==> src/rtl/wb_reg_file_pkg.sv <==
`default_nettype none
// ============================================================================
//  Module      : wb_reg_file_pkg
//  Description : Shared writeback/register-file constants and the byte-merge
//                helper used by both the write path and the read bypass.
//  Revision    : 1.0  initial release
// ============================================================================
package wb_reg_file_pkg;

   localparam int REG_ZERO  = 0;   // index of the hardwired-zero register
   localparam int BYTE_EN_W = 4;   // one enable bit per byte lane
   localparam int WORD_W    = 32;  // architectural register width

   // Take new_w bytes where the lane enable is set, old_w bytes elsewhere.
   function automatic logic [WORD_W-1:0] byte_merge(
      input logic [WORD_W-1:0]    old_w,
      input logic [WORD_W-1:0]    new_w,
      input logic [BYTE_EN_W-1:0] en
   );
      logic [WORD_W-1:0] w_merged;
      w_merged = old_w;
      for (int i = 0; i < BYTE_EN_W; i++) begin
         if (en[i]) begin
            w_merged[8*i +: 8] = new_w[8*i +: 8];
         end
      end
      return w_merged;
   endfunction

endpackage : wb_reg_file_pkg
`default_nettype wire

==> src/rtl/wb_byte_merge.sv <==
`default_nettype none
// ============================================================================
//  Module      : wb_byte_merge
//  Description : Combinational per-byte merge of a new word over an old word.
//  Ports       : i_old    - stored word
//                i_new    - incoming writeback word
//                i_en     - per-byte lane enables (bit i -> bits [8i+7:8i])
//                o_merged - merged result
//  Revision    : 1.0  initial release
// ============================================================================
module wb_byte_merge
   import wb_reg_file_pkg::*;
(
   input  logic [WORD_W-1:0]    i_old,
   input  logic [WORD_W-1:0]    i_new,
   input  logic [BYTE_EN_W-1:0] i_en,
   output logic [WORD_W-1:0]    o_merged
);

   assign o_merged = byte_merge(i_old, i_new, i_en);

endmodule : wb_byte_merge
`default_nettype wire

==> src/rtl/wb_reg_file.sv <==
`default_nettype none
// ============================================================================
//  Module      : wb_reg_file
//  Description : Writeback source select plus 2**ADDR_W-entry register file
//                with per-byte writes and two bypassed combinational read
//                ports for the ID stage.
//  Ports       : Clk, Reset          - clock, async active-high reset
//                MemData, WBData     - load / non-load writeback sources
//                MemWBSrc            - 1 selects MemData
//                Rd_Write_Byte_en    - per-byte write enables
//                Rd                  - destination register
//                Rs_addr, Rt_addr    - read port addresses
//                Rs_data, Rt_data    - bypassed read data
//                WB_fwd_data/_valid  - writeback value for EX forwarding
//  Revision    : 1.0  initial release
// ============================================================================
module wb_reg_file
   import wb_reg_file_pkg::*;
#(
   parameter int ADDR_W   = 5,
   parameter bit ZERO_REG = 1'b1
) (
   input  logic                 Clk,
   input  logic                 Reset,
   input  logic [WORD_W-1:0]    MemData,
   input  logic [WORD_W-1:0]    WBData,
   input  logic                 MemWBSrc,
   input  logic [BYTE_EN_W-1:0] Rd_Write_Byte_en,
   input  logic [ADDR_W-1:0]    Rd,
   input  logic [ADDR_W-1:0]    Rs_addr,
   input  logic [ADDR_W-1:0]    Rt_addr,
   output logic [WORD_W-1:0]    Rs_data,
   output logic [WORD_W-1:0]    Rt_data,
   output logic [WORD_W-1:0]    WB_fwd_data,
   output logic                 WB_fwd_valid
);

   localparam int NREG = 2**ADDR_W;
   localparam logic [ADDR_W-1:0] ZERO_IDX = ADDR_W'(REG_ZERO);

   logic [WORD_W-1:0]    r_regs [NREG];

   logic [WORD_W-1:0]    w_wb_val;
   logic                 w_we;
   logic                 w_rd_zero;
   logic                 w_rs_zero;
   logic                 w_rt_zero;
   logic [BYTE_EN_W-1:0] w_rs_en;
   logic [BYTE_EN_W-1:0] w_rt_en;
   logic [WORD_W-1:0]    w_wr_word;
   logic [WORD_W-1:0]    w_rs_merged;
   logic [WORD_W-1:0]    w_rt_merged;

   assign w_wb_val  = MemWBSrc ? MemData : WBData;

   assign w_rd_zero = ZERO_REG && (Rd      == ZERO_IDX);
   assign w_rs_zero = ZERO_REG && (Rs_addr == ZERO_IDX);
   assign w_rt_zero = ZERO_REG && (Rt_addr == ZERO_IDX);

   // A real write: some lane enabled, not the hardwired-zero entry, not in reset.
   assign w_we = (Rd_Write_Byte_en != '0) && !w_rd_zero && !Reset;

   // A port only picks up the in-flight write when it targets Rd; otherwise
   // its merge degenerates to the stored word (all lanes disabled).
   assign w_rs_en = (w_we && (Rs_addr == Rd)) ? Rd_Write_Byte_en : '0;
   assign w_rt_en = (w_we && (Rt_addr == Rd)) ? Rd_Write_Byte_en : '0;

   wb_byte_merge u_wr_merge (
      .i_old    (r_regs[Rd]),
      .i_new    (w_wb_val),
      .i_en     (Rd_Write_Byte_en),
      .o_merged (w_wr_word)
   );

   wb_byte_merge u_rs_merge (
      .i_old    (r_regs[Rs_addr]),
      .i_new    (w_wb_val),
      .i_en     (w_rs_en),
      .o_merged (w_rs_merged)
   );

   wb_byte_merge u_rt_merge (
      .i_old    (r_regs[Rt_addr]),
      .i_new    (w_wb_val),
      .i_en     (w_rt_en),
      .o_merged (w_rt_merged)
   );

   // Flop array (not RAM) so the asynchronous reset can clear every entry.
   always_ff @(posedge Clk or posedge Reset) begin
      if (Reset) begin
         for (int i = 0; i < NREG; i++) begin
            r_regs[i] <= '0;
         end
      end else if (w_we) begin
         r_regs[Rd] <= w_wr_word;
      end
   end

   assign Rs_data      = (Reset || w_rs_zero) ? '0 : w_rs_merged;
   assign Rt_data      = (Reset || w_rt_zero) ? '0 : w_rt_merged;
   assign WB_fwd_data  = Reset ? '0 : w_wb_val;
   assign WB_fwd_valid = w_we;

endmodule : wb_reg_file
`default_nettype wire

==> config.mk <==
export PLATFORM = sky130hd
export DESIGN_NAME = wb_reg_file
export DESIGN_NICKNAME = d
export VERILOG_FILES = /design/src/rtl/wb_reg_file_pkg.sv /design/src/rtl/wb_byte_merge.sv /design/src/rtl/wb_reg_file.sv
export SDC_FILE = /design/constraint.sdc
export NUM_CORES = 2
export LEC_CHECK = 0
export BUFFER_PORTS_ARGS = -buffer_cell sky130_fd_sc_hd__buf_2
export CORE_MARGIN = 1.5
export CORE_UTILIZATION = 55
export DETAILED_ROUTE_END_ITERATION = 6
export PLACE_DENSITY = 0.72
export SLEW_MARGIN = 20
export SYNTH_ARGS = -nofsm -noshare
export SYNTH_HDL_FRONTEND = slang
export SYNTH_SLANG_ARGS = --single-unit
==> constraint.sdc <==
create_clock -name Clk -period 52 [get_ports Clk]
set_input_delay 10.4 -clock Clk [delete_from_list [all_inputs] [get_ports Clk]]
set_output_delay 10.4 -clock Clk [all_outputs]
set_load 0.03 [all_outputs]
# --- Yosys cells after proc, flatten, opt, wreduce, memory -nomap -nowiden ---
# Cells that the tools add are included.
totals:
  wordCells: 84
  output_inout_bits: 97
  ff_bits: 1024
op_classes:
  eq_ne: 2
  n_reduce_logical: 13
  order_cmp: 4
  mux: 30
  bitwise: 3
op_table:
  columns: ["cell", "count"]
  rows:
  - ["$bwmux W1024", 1]
  - ["$bmux W32 S5", 3]
  - ["$mux W32", 11]
  - ["$demux W32 S5", 1]
  - ["$mux W8", 12]
  - ["$ge A6 B6 Y1 const B", 3]
  - ["$not A5 Y6", 3]
  - ["$logic_not A5 Y1", 3]
  - ["$eq A5 B5 Y1", 2]
  - ["$mux W4", 2]
  - ["$lt A6 B1 Y1 const B", 1]
  - ["$logic_and A1 B1 Y1", 5]
  - ["$reduce_bool A4 Y1", 1]
  - ["$logic_not A1 Y1", 2]
  - ["$logic_or A1 B1 Y1", 2]

# --- Logic depth before layout (Yosys ltp) ---
depth:
  word_depth: 8
  depth_mapped: 12

# --- Modules after synthesis ---
# Synthesis repeated with hierarchy kept, for this count alone.
hier_totals:
  hier_cells: 4133
  hier_area_um2: 62980.4
modules_own_cells:
  columns: ["module", "cells_each", "n_inst", "seq_area_each_um2", "area_per_inst_um2"]
  rows:
  - ["wb_reg_file", 4025, 1, 25624.6, 61403.9]
  - ["wb_byte_merge", 36, 3, 0.0, 525.5]

# --- Least setup slack after synthesis ---
# No wires, ideal clock.
synth_path:
  path_kind: "input to output"
  startpoint: "input port Reset"
  endpoint: "output port Rt_data[30]"
  arrival_time_ns: 34.777
  n_path_buf: 2
  cell_stages: 6
  slack_ns: 6.823
  path_cell_list: "clkbuf_1 > buf_1 > inv_1 > nand2_1 > o41ai_1 > o31a_1"
synth_between:
  elab_chain_len: 6
  word_cells_on_any_way: 7
  cone_classes: "mux (3); reduce/logical (4)"
synth_lines:
  columns: ["item", "line_no", "rtl"]
  rows:
  - ["start, declared", "wb_reg_file.sv:24", "input logic Reset,"]
  - ["$logic_not A1 Y1 (no source line)", null, null]
  - ["$logic_and A1 B1 Y1", "wb_reg_file.sv:61", "assign w_we = (Rd_Write_Byte_en != '0) && !w_rd_zero && !Reset;"]
  - ["$logic_and A1 B1 Y1", "wb_reg_file.sv:66", "assign w_rt_en = (w_we && (Rt_addr == Rd)) ? Rd_Write_Byte_en : '0;"]
  - ["$mux W4", "wb_reg_file.sv:66", null]
  - ["$mux W8", "wb_reg_file_pkg.sv:23", "if (en[i]) begin"]
  - ["$mux W32 *", "wb_reg_file.sv:101", "assign Rt_data = (Reset || w_rt_zero) ? '0 : w_rt_merged;"]
  - ["end, declared", "wb_reg_file.sv:33", "output logic [WORD_W-1:0] Rt_data,"]
# Every way passes the cells marked *; elsewhere a longest branch is shown, timed or not.

# --- Worst setup path after layout ---
layout_path:
  startpoint: "input port Rs_addr[0]"
  endpoint: "output port Rs_data[25]"
layout_between:
  elab_chain_len: 6
  word_cells_on_any_way: 11
  cone_classes: "eq/ne (1); mux (6); bitwise (1); reduce/logical (3)"
layout_lines:
  columns: ["item", "line_no", "rtl"]
  rows:
  - ["start, declared", "wb_reg_file.sv:30", "input logic [ADDR_W-1:0] Rs_addr,"]
  - ["$not A5 Y6 (implied by the code)", "wb_reg_file.sv:76", ".i_old (r_regs[Rs_addr]),"]
  - ["$bmux W32 S5", "wb_reg_file.sv:76", null]
  - ["$mux W32 (implied by the code) (2 in a row)", "wb_reg_file.sv:76", null]
  - ["$mux W8", "wb_reg_file_pkg.sv:23", null]
  - ["$mux W32 *", "wb_reg_file.sv:100", "assign Rs_data = (Reset || w_rs_zero) ? '0 : w_rs_merged;"]
  - ["end, declared", "wb_reg_file.sv:32", "output logic [WORD_W-1:0] Rs_data,"]
# Every way passes the cells marked *; elsewhere a longest branch is shown, timed or not. The select of a mux whose other input is x is not followed.

==> impl_metrics.json <==
{
  "status": "complete, but fails checks",
  "violations": "design-rule violations",
  "swShare_pct": 32.7,
  "dr.pass1.iters": 7,
  "slew_headroom_pct": 14.2,
  "largest_register": "r_regs",
  "hold_violations": 0,
  "numPortBuffers": 182,
  "fin_crit_sh_pct": 49.7,
  "htree_levels": 3,
  "largest_register_ffs": 1024,
  "setup_tns_ns": 0,
  "syn_area_um2": 64200,
  "row_count": 125,
  "worstMarginPinSlew_ns": 1.26,
  "synth_edf_count": 0,
  "pwr-share-comb_pct": 25.7,
  "grt_pass1_vias": 51054,
  "reg_top3": "r_regs (1024)",
  "cpPeakStageDelay_ns": 0.91,
  "n_fill_cell": 9093,
  "area_growth_pct": 9.17,
  "ys_seq_elements": 1024,
  "syn_nets": 5434,
  "cts_tree": "done",
  "clkTransAtPathRegs_ns": 0.06,
  "synthArstFlopShare_pct": 100,
  "switching_power_mw": 0.864,
  "grt_pass1_wl_um": 367000,
  "die_area_um2": 119000,
  "antenna_found_initial": 18,
  "dpl.cell_count": 6632,
  "wire_per_inst_um": 37.7,
  "synth.distinct_cells": 71,
  "hold_class": "flip-flop to flip-flop",
  "startpoint_type": "primary input",
  "cts_setup_buffers": 0,
  "chipHeight_um": 345,
  "wirelength_um": 258000,
  "cpMostUsedCell": "buf_4",
  "cp_data_arrival_time_ns": 15.44,
  "instances_no_fill": 6847,
  "end_kind": "primary output",
  "holdBufCountCts": 0,
  "ant_nets": 0,
  "drv_slew": 0,
  "core_area_um2": 116000,
  "initial_core_util_pct": 55.4,
  "cts_root_buf": "clkbuf_16",
  "fp.dieW_um": 345,
  "fmax_mhz": 38.7,
  "synth_top_area_cell": "dfrtp_1",
  "clock_path_buffers": 3,
  "vias": 53628,
  "cap_violations": 0,
  "avgSynthCellArea_um2": 12.0,
  "grt_max_degree": 179,
  "final_layout_size_suffix_gt1_share_pct": 34.1,
  "cts.sink_count": 1024,
  "pin_count": 183,
  "crit_family": "buffers and inverters",
  "peakVddDrop_mv": 0.0296,
  "critPathSlowestCell": "buf_4",
  "drcViolationCount": 43,
  "path_buf_inv": 6,
  "netlist_instances": 5348,
  "worstPathCellList": "buf_8, buf_4, buf_4, buf_12, xnor2_1, nand3_1, nor3_2, buf_4, nand2_1, o21a_1, buf_2",
  "numCtsBuffers": 109,
  "synth_area_leaders": "dfrtp_1, mux4_2, mux2_2, mux2i_1, a221oi_1",
  "worstPathMaxFanout": 93,
  "critPathRequiredTime_ns": 41.60,
  "rsz0062_at_grt": "false",
  "finalSetupViolations": 0,
  "yosys_warnings": 0,
  "ys_seq_area_share_pct": 39.9,
  "synth_top_area_share_pct": 39.9,
  "clock_latency_ns": 0.75,
  "p_int_mw": 1.77,
  "drt_iter0_markers": 8876,
  "criticalPathCategory": "primary input to primary output",
  "ctsResizeCount": 0,
  "synth_flop_cell": "dfrtp_1",
  "pwr-share-seq_pct": 42.9,
  "viasPerCell": 7.83,
  "grt_overflow": 0,
  "fin_crit_ns": 25.84,
  "dpl.hpwl_um": 155000,
  "gp_congestion": 0.983,
  "p_leak_nw": 30.2,
  "finClkSkew_ns": 0.0340,
  "power.density_nw_per_um2": 37.7,
  "nNetsFinal": 5308,
  "track_usage_pct": 43.0,
  "clkPwrFrac_pct": 31.4
}
-- worst paths after layout --
check                      cells after the start         start           end  slack (ns)
setup / recovery                              11    Rs_addr[0]   Rs_data[25]       26.16
hold / removal                                 0  r_regs[1014]  r_regs[1014]        0.42
setup reg to reg                               6   r_regs[934]   r_regs[486]       49.26
hold reg to reg                                0  r_regs[1014]  r_regs[1014]        0.42
max in group asynchronous                      7         Reset    r_regs[18]       38.59
min in group asynchronous                      3         Reset   r_regs[446]       10.29
-- cell usage after synthesis (43+ instances only) --
library cell and number:
dfrtp_1 1024, mux2_2 692, mux2i_1 627, mux4_2 467
clkbuf_1 314, nand2_1 309, nor2_1 303, a21oi_1 256
o21ai_0 227, a221oi_1 160, buf_2 152, a22oi_1 150
o22ai_1 65, a22o_1 58, buf_1 52, o221ai_1 47
nand3_1 43
-- cell type report --
cell class              count  area [um^2]  share of cell area, %
diodes                     18         45.0                 0.0643
well taps                1524         1910                   2.72
inverters                  10         45.0                 0.0643
repair buffers            361         2440                   3.48
multi-input cells        3716        36300                   51.8
flip-flops and latches   1024        25600                   36.6
clock inverters            39          509                  0.727
clock buffers             155         3220                   4.60
-- cell usage in the layout, fill, tap and decap left out, types with 18 or more instances in the layout --
cell,Yosys,layout
a22o_1,58,58
a21oi_1,256,256
and2_1,30,20
o21ai_0,227,227
nand3_1,43,43
nand2_1,309,309
a22oi_1,150,150
clkbuf_8,0,28
mux4_2,467,467
nor2_1,303,294
clkinv_2,0,19
diode_2,0,18
mux2i_1,627,623
nor2_4,0,20
o221ai_1,47,47
dfrtp_1,1024,1024
a211oi_1,26,26
buf_4,38,168
a221oi_1,160,160
mux2_2,692,692
o22ai_1,65,65
o21a_1,30,30
o31a_1,28,28
clkbuf_16,0,111
buf_2,152,176
-- per-stage QoR --
step / hold WS, ns / cell area (um^2) / worst slack (ns) / util (%) / power, mW
3_5_place_dp: 0.402 / 66200 / 26.24 / 57.1 / 1.78
3_3_place_gp: 0.392 / 66200 / 26.30 / 57.1 / 1.75
5_1_grt: 0.432 / 70000 / 25.99 / 60.4 / 2.72
4_1_cts: 0.416 / 70000 / 26.22 / 60.4 / 2.60
2_1_floorplan: 0.458 / 64200 / 6.82 / - / 1.58
6_report: 0.417 / 70100 / 26.16 / 60.5 / 2.64
-- routing by layer --
metal | global-route usage (%) | wire, um | up-vias
li1 | - | - | 20366
met1 | 53.2 | 86200 | 26685
met2 | 59.0 | 105000 | 5044
met3 | 19.2 | 42400 | 1519
met4 | 32.3 | 24500 | 14
met5 | 0.841 | 111 | -
-- cell families (layout without fill, tap and decap cells) --
kind of cell	count (synthesis)	in the layout	share of synthesized area, %
compound gates	1120	1120	11.8
xor+xnor	10	10	0.136
buf+inv	608	565	4.37
flops	1024	1024	39.9
mux	1788	1788	38.4
other cells	0	18	0
simple gates	798	798	5.41
-- power by group through the flow --
stage / combinational [mW] / clock, mW / sequential [mW]
detailed placement: 0.652 / 0 / 1.13
global route: 0.708 / 0.859 / 1.15
global placement: 0.634 / 0 / 1.12
finish: 0.677 / 0.830 / 1.13
floorplan: 0.500 / 0 / 1.08
CTS: 0.656 / 0.829 / 1.12
-- worst register-to-register path: stages (launching register included) --
cell	delay, ns
dfrtp_1	0.42
mux4_2	0.50
mux2_2	0.30
a2111oi_4	0.35
a32oi_1	0.35
buf_4	0.38
mux2_2	0.30
No activity file was read; power rests on OpenSTA's default activity.
